===== src/rtl/prco_pipeline_ctrl.sv =====
// prco_pipeline_ctrl: multi-cycle FETCH/DECODE/EXEC/MEM/WB sequencer with handshakes, HALT and RAM-timeout fault
module prco_pipeline_ctrl #(
  parameter int MEM_TIMEOUT = 15,
  parameter int CNT_W = 16
) (
  input  logic             i_clk,
  input  logic             i_reset_n,
  input  logic             i_en,
  output logic             q_imem_req,
  input  logic             i_imem_ack,
  output logic             q_fetch_ce,
  output logic             q_dec_ce,
  input  logic             i_dec_reg_we,
  input  logic             i_dec_req_alu,
  input  logic             i_dec_req_ram,
  input  logic             i_dec_halt,
  output logic             q_alu_ce,
  output logic             q_ram_req,
  input  logic             i_ram_ack,
  output logic             q_rf_we,
  output logic             q_pc_inc,
  output logic [2:0]       q_state,
  output logic             q_halted,
  output logic             q_fault,
  output logic [CNT_W-1:0] q_cycle_cnt,
  output logic [CNT_W-1:0] q_retired_cnt
);
  typedef enum logic [2:0] {
    IDLE = 3'd0, FETCH = 3'd1, DECODE = 3'd2, EXEC = 3'd3,
    MEM = 3'd4, WB = 3'd5, HALT = 3'd6, ILLEGAL = 3'd7
  } state_t;
  state_t state, state_nxt;
  logic [7:0] tmo_cnt;
  logic tmo;
  // tmo_cnt holds the number of MEM cycles already spent, so this is the last allowed one
  assign tmo = tmo_cnt == 8'(MEM_TIMEOUT - 1);
  always_comb begin
    state_nxt = IDLE;
    case (state)
      IDLE:    state_nxt = i_en ? FETCH : IDLE;
      FETCH:   state_nxt = i_imem_ack ? DECODE : FETCH;
      DECODE:  state_nxt = EXEC;
      EXEC:    state_nxt = i_dec_halt ? HALT : i_dec_req_ram ? MEM : WB;
      MEM:     state_nxt = i_ram_ack ? WB : tmo ? HALT : MEM;
      WB:      state_nxt = i_en ? FETCH : IDLE;
      HALT:    state_nxt = HALT;
      default: state_nxt = IDLE;
    endcase
  end
  always_ff @(posedge i_clk or negedge i_reset_n) begin
    if (!i_reset_n) begin
      state         <= IDLE;
      tmo_cnt       <= 8'd0;
      q_fault       <= 1'b0;
      q_cycle_cnt   <= '0;
      q_retired_cnt <= '0;
    end else begin
      state   <= state_nxt;
      tmo_cnt <= (state == MEM && !i_ram_ack) ? tmo_cnt + 8'd1 : 8'd0;
      if (state == MEM && tmo && !i_ram_ack) q_fault <= 1'b1;
      if (state != IDLE && state != HALT) q_cycle_cnt <= q_cycle_cnt + CNT_W'(1);
      if (state == WB) q_retired_cnt <= q_retired_cnt + CNT_W'(1);
    end
  end
  // Outputs decode from the state register so reset drops requests asynchronously
  assign q_state    = state;
  assign q_imem_req = state == FETCH;
  assign q_fetch_ce = state == FETCH && i_imem_ack;
  assign q_dec_ce   = state == DECODE;
  assign q_alu_ce   = state == EXEC && !i_dec_halt && (i_dec_req_alu || !i_dec_req_ram);
  assign q_ram_req  = state == MEM;
  assign q_rf_we    = state == WB && i_dec_reg_we;
  assign q_pc_inc   = state == WB;
  assign q_halted   = state == HALT;
endmodule


===== config.mk =====
export PLATFORM = sky130hd
export DESIGN_NAME = prco_pipeline_ctrl
export DESIGN_NICKNAME = d
export VERILOG_FILES = /design/src/rtl/prco_pipeline_ctrl.sv
export SDC_FILE = /design/constraint.sdc
export NUM_CORES = 1
export LEC_CHECK = 0
export BUFFER_PORTS_ARGS = -buffer_cell sky130_fd_sc_hd__buf_2
export CAP_MARGIN = 25
export CELL_PAD_IN_SITES_DETAIL_PLACEMENT = 1
export CELL_PAD_IN_SITES_GLOBAL_PLACEMENT = 1
export CORE_MARGIN = 2
export CORE_UTILIZATION = 37
export DETAILED_ROUTE_END_ITERATION = 8
export GPL_TIMING_DRIVEN = 0
export PLACE_DENSITY_LB_ADDON = 0.3
export SLEW_MARGIN = 30
export SYNTH_ARGS = -nofsm -noshare
export SYNTH_HDL_FRONTEND = slang
export SYNTH_SLANG_ARGS = --single-unit

===== constraint.sdc =====
create_clock -name i_clk -period 1.4 [get_ports i_clk]
set_input_delay 0.07 -clock i_clk [delete_from_list [all_inputs] [get_ports i_clk]]
set_output_delay 0.07 -clock i_clk [all_outputs]
set_load 0.02 [all_outputs]

==> impl_metrics.env, run 1 <==
export IMPL_outcome="finished with violations"
export IMPL_violations="negative setup slack"
export IMPL_numCtsBuffers=5
export IMPL_p_int_uw=3090
export IMPL_synth_top_flop_cell="dfrtp_1"
export IMPL_post_route_period_util=1.06
export IMPL_dp_final_hpwl_mm=3.38
export IMPL_drv_slew=0
export IMPL_vias=1671
export IMPL_ys_ff_latch=44
export IMPL_nNetsFinal=284
export IMPL_clockRootBuffer="clkbuf_8"
export IMPL_floorplan_initialDensity=0.381
export IMPL_register_area_sq_um=1110
export IMPL_arrival_ns=1.42
export IMPL_yosysUniqueCellTypes=36
export IMPL_ys_warn_count=0
export IMPL_grt_max_degree=45
export IMPL_numClockSinks=44
export IMPL_antenna_found_initial=0
export IMPL_num_fill_cells=605
export IMPL_dieArea_sq_um=6250
export IMPL_r2r_end="q_cycle_cnt[9]"
export IMPL_syn_avg_cell_area_sq_um=11.1
export IMPL_hold_violations=0
export IMPL_synth_edf_count=0
export IMPL_ff2ff_setup_slack_ns=-0.06
export IMPL_io_pins=53
export IMPL_p_leak_uw=0.00148
export IMPL_ys_seq_area_frac=0.528
export IMPL_layout_common_cells="46 x buf_2, 33 x dfrtp_1, 27 x buf_4"
export IMPL_hold_start="i_ram_ack"
export IMPL_drc_errors=0
export IMPL_place_ws_ns=-0.186
export IMPL_path_max_fanout=6
export IMPL_hold_class="primary input to flip-flop"
export IMPL_required_ns=1.33
export IMPL_grt_pass1_wl_mm=8.77
export IMPL_multiInputGateArea_sq_um=1130
export IMPL_synth_async_reset_ratio=1.00
export IMPL_dr_pass1_iters=2
export IMPL_powerDensity_nw_per_um2=1690
export IMPL_synth_area_leaders="dfrtp_1 53%, xnor2_1 9.7%, xor2_1 5.5%"
export IMPL_ir_worst_vdd_mv=0.808
export IMPL_max_freq_mhz=672
export IMPL_die_x_microns=79.1
export IMPL_antenna_left=0
export IMPL_dp_cells=311
export IMPL_worstHoldEndpoint="tmo_cnt[4]"
export IMPL_reg2reg_from="q_state[1]"
export IMPL_setup_ws_ns=-0.0877
export IMPL_diodes=0
export IMPL_wl_per_cell_microns=15.2
export IMPL_drive_above_1_share=0.504
export IMPL_rsz0062_at_grt="true"
export IMPL_switching_share=0.392
export IMPL_synth_largest_area_cell="dfrtp_1"
export IMPL_dr_first_iter_drc_count=61
export IMPL_clockBufferDepth=2
export IMPL_cts_max_level=2
export IMPL_grt_use_total=0.178
export IMPL_instances_no_fill=344
export IMPL_syn_area_sq_um=2080
export IMPL_path_clk_slew_ns=0.09
export IMPL_rows=27
export IMPL_setup_violations=11
export IMPL_end_kind="primary output"
export IMPL_min_period_ns=1.49
export IMPL_core_sq_um=5470
export IMPL_rr_worst_depth=6
export IMPL_p_sw_uw=1990
export IMPL_port_buffers=52
export IMPL_min_path_cells=3
export IMPL_cts_tree="yes"
export IMPL_gp_congestion=0.775
export IMPL_routed_wl_mm=5.23
export IMPL_synth_top_area_share=0.528
export IMPL_drv_cap=0
export IMPL_syn_inst=187
export IMPL_clockPowerShare=0.201
export IMPL_path_class="flip-flop to primary output"
export IMPL_layout_commonest_cell="buf_2"
export IMPL_clk_latency_ns=0.31
export IMPL_area_growth_pct=44.2
export IMPL_skew_ns=0.0125
export IMPL_vias_per_cell=4.86
export IMPL_synthesis_nets=200
export IMPL_power_frac_seq=0.354
export IMPL_startpoint_type="flip-flop"
export IMPL_relSlewSlack=0.619
export IMPL_dieHeight_microns=79.1
export IMPL_grt_pass1_vias=1802
export IMPL_setup_tns_ns=-0.410
export IMPL_power_frac_comb=0.446
export IMPL_grt_overflow=0
export IMPL_worst_slew_pin_slew_ns=0.571
==> power groups by stage <==
stage	Combinational [uW]	Sequential (uW)	Clock, uW
3_3_place_gp	1610	1820	0
6_report	2270	1800	1020
5_1_grt	2480	1830	1090
4_1_cts	1980	1790	1040
3_5_place_dp	1660	1830	0
2_1_floorplan	925	2010	0
==> kinds of logic (layout without fill, tap and decap cells) <==
group                    count (synthesis)  in the layout  share of synthesized area
AND/OR/NAND/NOR                         81             81                      0.230
AO/OA/AOI/OAI                            9              9                     0.0246
flip-flops                              44             44                      0.528
multiplexers                             2              2                     0.0108
adder cells (fa/ha/maj)                  4              4                     0.0240
buffers and inverters                   10             95                     0.0234
XOR/XNOR                                37             37                      0.159
==> sequential cells by signal (all words and copies together) (netlist names) <==
signal / count
q_retired_cnt: 16
q_state: 3
q_fault: 1
tmo_cnt: 8
q_cycle_cnt: 16
==> timing repair <==
| item | in CTS | in global routing |
|---|---|---|
| pin swaps | 6 | 17 |
| endpoints found under the hold margin | 44 | 0 |
| gates resized for setup | 17 | 28 |
| hold buffers | 1 | 0 |
| endpoints found under the setup margin | 27 | 31 |
| setup buffers | 14 | 11 |
==> layer usage <==
layer,track usage,share of wire,vias up
met5,0,0,-
met4,0.0517,0.011,0
met3,0.0352,0.030,7
met2,0.307,0.53,32
met1,0.226,0.43,834
li1,-,-,798
==> critical path, stage by stage, from the launching register on <==
cell	delay, ns
dfrtp_2	0.43
buf_8	0.14
buf_4	0.14
nand3b_4	0.10
inv_4	0.05
and2_4	0.13
buf_6	0.12
==> stage by stage <==
stage	instance area [sq um]	power, uW	util	hold slack [ns]
6_report	3010	5080	0.549	0.0676
5_1_grt	3010	5410	0.549	0.0805
4_1_cts	2800	4810	0.512	0.108
3_5_place_dp	2520	3480	0.461	0.104
3_3_place_gp	2520	3430	0.460	0.298
2_1_floorplan	2170	2940	-	-0.226
==> cell usage after synthesis, types with 3 or more instances <==
library cell  instances
nor3_1                6
xnor2_1              23
a21oi_1               3
ha_1                  4
and3_1                3
xor2_1               13
nor2_1               17
nand4b_1              3
and2_1                3
nand4_1              10
nand3_1              10
dfrtp_1              44
o21ai_0               3
nand2_1              14
inv_1                 5
buf_2                 3
==> worst max-delay path by stage <==
stage,start,end
after CTS,q_state[2],q_alu_ce
after global placement,q_state[2],q_cycle_cnt[8]
after floorplan,q_state[0],q_fault
after detailed placement,q_state[2],q_cycle_cnt[4]
after global routing,q_state[1],q_cycle_cnt[15]
final,q_state[2],q_rf_we
==> final cells by class <==
type	instances	area share
sequential	44	0.371
timing repair buffer	78	0.162
multi-input combinational	133	0.376
inverter	6	0.00833
buffer	3	0.0137
clock inverter	3	0.0154
tap	72	0.0300
clock buffer	5	0.0229
Power figures use the tool's default switching activity.
==> run 2, diff against run 1 <==
Settings changed: CELL_PAD_IN_SITES_DETAIL_PLACEMENT 1 to 0.
==> run 2 against run 1 <==
The run still ends with negative setup slack left. Die area unchanged. Sequential share of layout area rose by 0.30 points. Final cell count increased by 0.58%. Clock power is 23% lower. Total power down 4.1%. First-iteration DRC count is 1.6% lower. Count of clock-buffer cells in the layout is the same. Critical path depth did not move. Non-clock buffer count grew 2. Register-to-register slack better by 0.02 ns. Via count shrank 0.36%. Largest cell class is now sequential cells.
==> impl_metrics.env, run 2 (synthesized netlist as in run 1, its figures left out) <==
export IMPL_crit_start="q_state[2]"
export IMPL_arrival_ns=1.40
export IMPL_vias=1665
export IMPL_grt_use_total=0.148
export IMPL_grt_pass1_vias=1558
export IMPL_numClockSinks=44
export IMPL_violations="negative setup slack"
export IMPL_grt_max_degree=45
export IMPL_layout_common_cells="46 x buf_2, 34 x dfrtp_1, 25 x buf_4"
export IMPL_rr_worst_depth=5
export IMPL_reg2reg_from="q_state[1]"
export IMPL_wl_per_cell_microns=12.6
export IMPL_setup_violations=11
export IMPL_path_class="flip-flop to primary output"
export IMPL_critPathCapture="q_rf_we"
export IMPL_io_pins=53
export IMPL_dr_pass1_iters=4
export IMPL_dr_first_iter_drc_count=60
export IMPL_whs_ns=0.121
export IMPL_min_period_ns=1.47
export IMPL_powerDensity_nw_per_um2=1640
export IMPL_area_growth_pct=42.9
export IMPL_drc_errors=0
export IMPL_dieHeight_microns=79.1
export IMPL_ir_worst_vdd_mv=0.785
export IMPL_end_kind="primary output"
export IMPL_rows=27
export IMPL_rsz0062_at_grt="true"
export IMPL_core_sq_um=5470
export IMPL_cts_max_level=2
export IMPL_diodes=0
export IMPL_antenna_found_initial=0
export IMPL_max_freq_mhz=682
export IMPL_r2r_end="q_cycle_cnt[11]"
export IMPL_post_route_period_util=1.05
export IMPL_floorplan_initialDensity=0.381
export IMPL_hold_violations=0
export IMPL_nNetsFinal=286
export IMPL_worst_slew_pin_slew_ns=0.552
export IMPL_numCtsBuffers=5
export IMPL_path_max_fanout=7
export IMPL_drv_slew=0
export IMPL_p_leak_uw=0.00149
export IMPL_dieArea_sq_um=6250
export IMPL_grt_pass1_wl_mm=7.38
export IMPL_relSlewSlack=0.632
export IMPL_vias_per_cell=4.81
export IMPL_clockBufferDepth=2
export IMPL_largest_registers="q_cycle_cnt: 16 flops, q_retired_cnt: 16 flops, tmo_cnt: 8 flops"
export IMPL_drive_above_1_share=0.489
export IMPL_hold_class="primary input to flip-flop"
export IMPL_grt_overflow=0
export IMPL_layout_commonest_cell="buf_2"
export IMPL_dp_final_hpwl_mm=2.90
export IMPL_drv_cap=0
export IMPL_cts_tree="yes"
export IMPL_port_buffers=52
export IMPL_routed_wl_mm=4.36
export IMPL_outcome="finished with violations"
export IMPL_path_clk_slew_ns=0.08
export IMPL_required_ns=1.33
export IMPL_gp_congestion=0.775
export IMPL_antenna_left=0
export IMPL_startpoint_type="flip-flop"
export IMPL_ff2ff_setup_slack_ns=-0.04
export IMPL_clockRootBuffer="clkbuf_8"
export IMPL_skew_ns=0.00339
export IMPL_die_x_microns=79.1
export IMPL_power_total_uw=4870
export IMPL_clk_latency_ns=0.29
export IMPL_setup_ws_ns=-0.0668
## run 2: cell types whose count changed in the layout (fill, tap and decap cells not counted), moves of 2 or more
cell,delta
buf_4,-2
buf_6,+4
clkinv_2,+2
nand2_2,-2
nand3_1,+2
nand3_2,-2
## run 2: metrics by stage
| step | setup WS [ns] | instances | util | instance area, sq um | TNS [ns] |
|---|---|---|---|---|---|
| after floorplan | -0.0598 | 187 | - | 2170 | -0.426 |
| after global placement | -0.152 | 311 | 0.460 | 2520 | -1.61 |
| after detailed placement | -0.158 | 311 | 0.461 | 2520 | -1.65 |
| after CTS | -0.118 | 336 | 0.510 | 2790 | -0.441 |
| after global routing | -0.159 | 346 | 0.544 | 2980 | -1.82 |
| final | -0.0668 | 346 | 0.544 | 2980 | -0.342 |
## run 2: critical path, cell delays in order (launching register included)
cell      delay [ns]
dfrtp_2         0.43
buf_8           0.15
buf_6           0.12
nand3b_4        0.10
inv_4           0.06
and2_4          0.13
buf_6           0.12
## run 2: cell type report
type	instances	area, sq um
buffer	3	41.3
clock buffer	5	68.8
clock inverter	3	18.8
fill	500	2490
inverter	6	25.0
multi-input combinational	133	1100
sequential	44	1110
tap	72	90.1
timing repair buffer	80	518
## run 2: how the worst min path moves through the flow
stage / slack (ns) / cells past startpoint / from / to
2_1_floorplan: -0.23 / 0 / i_reset_n / q_cycle_cnt[0]
3_3_place_gp: 0.30 / 1 / i_reset_n / q_retired_cnt[5]
3_5_place_dp: 0.11 / 1 / i_reset_n / q_retired_cnt[6]
4_1_cts: 0.12 / 4 / i_imem_ack / q_state[1]
5_1_grt: 0.13 / 4 / i_imem_ack / q_state[1]
6_report: 0.12 / 4 / i_imem_ack / q_state[1]
## run 2: what timing repair did
action,4_1_cts,5_1_grt
endpoints found under the hold margin,44,0
setup buffers,16,12
pin swaps,12,21
hold buffers,1,0
resized for setup,13,29
setup endpoints to repair,27,35
## run 2: report_power, final
group / internal (uW) / total, uW / switching [uW]
clock: 348 / 782 / 434
combinational: 1140 / 2300 / 1160
sequential: 1500 / 1790 / 293
## run 2: routing by layer
layer  global-route usage  share of wire
met2                0.236           0.49
met4               0.0414          0.011
met1                0.204           0.47
met5                    0              0
met3               0.0341          0.036
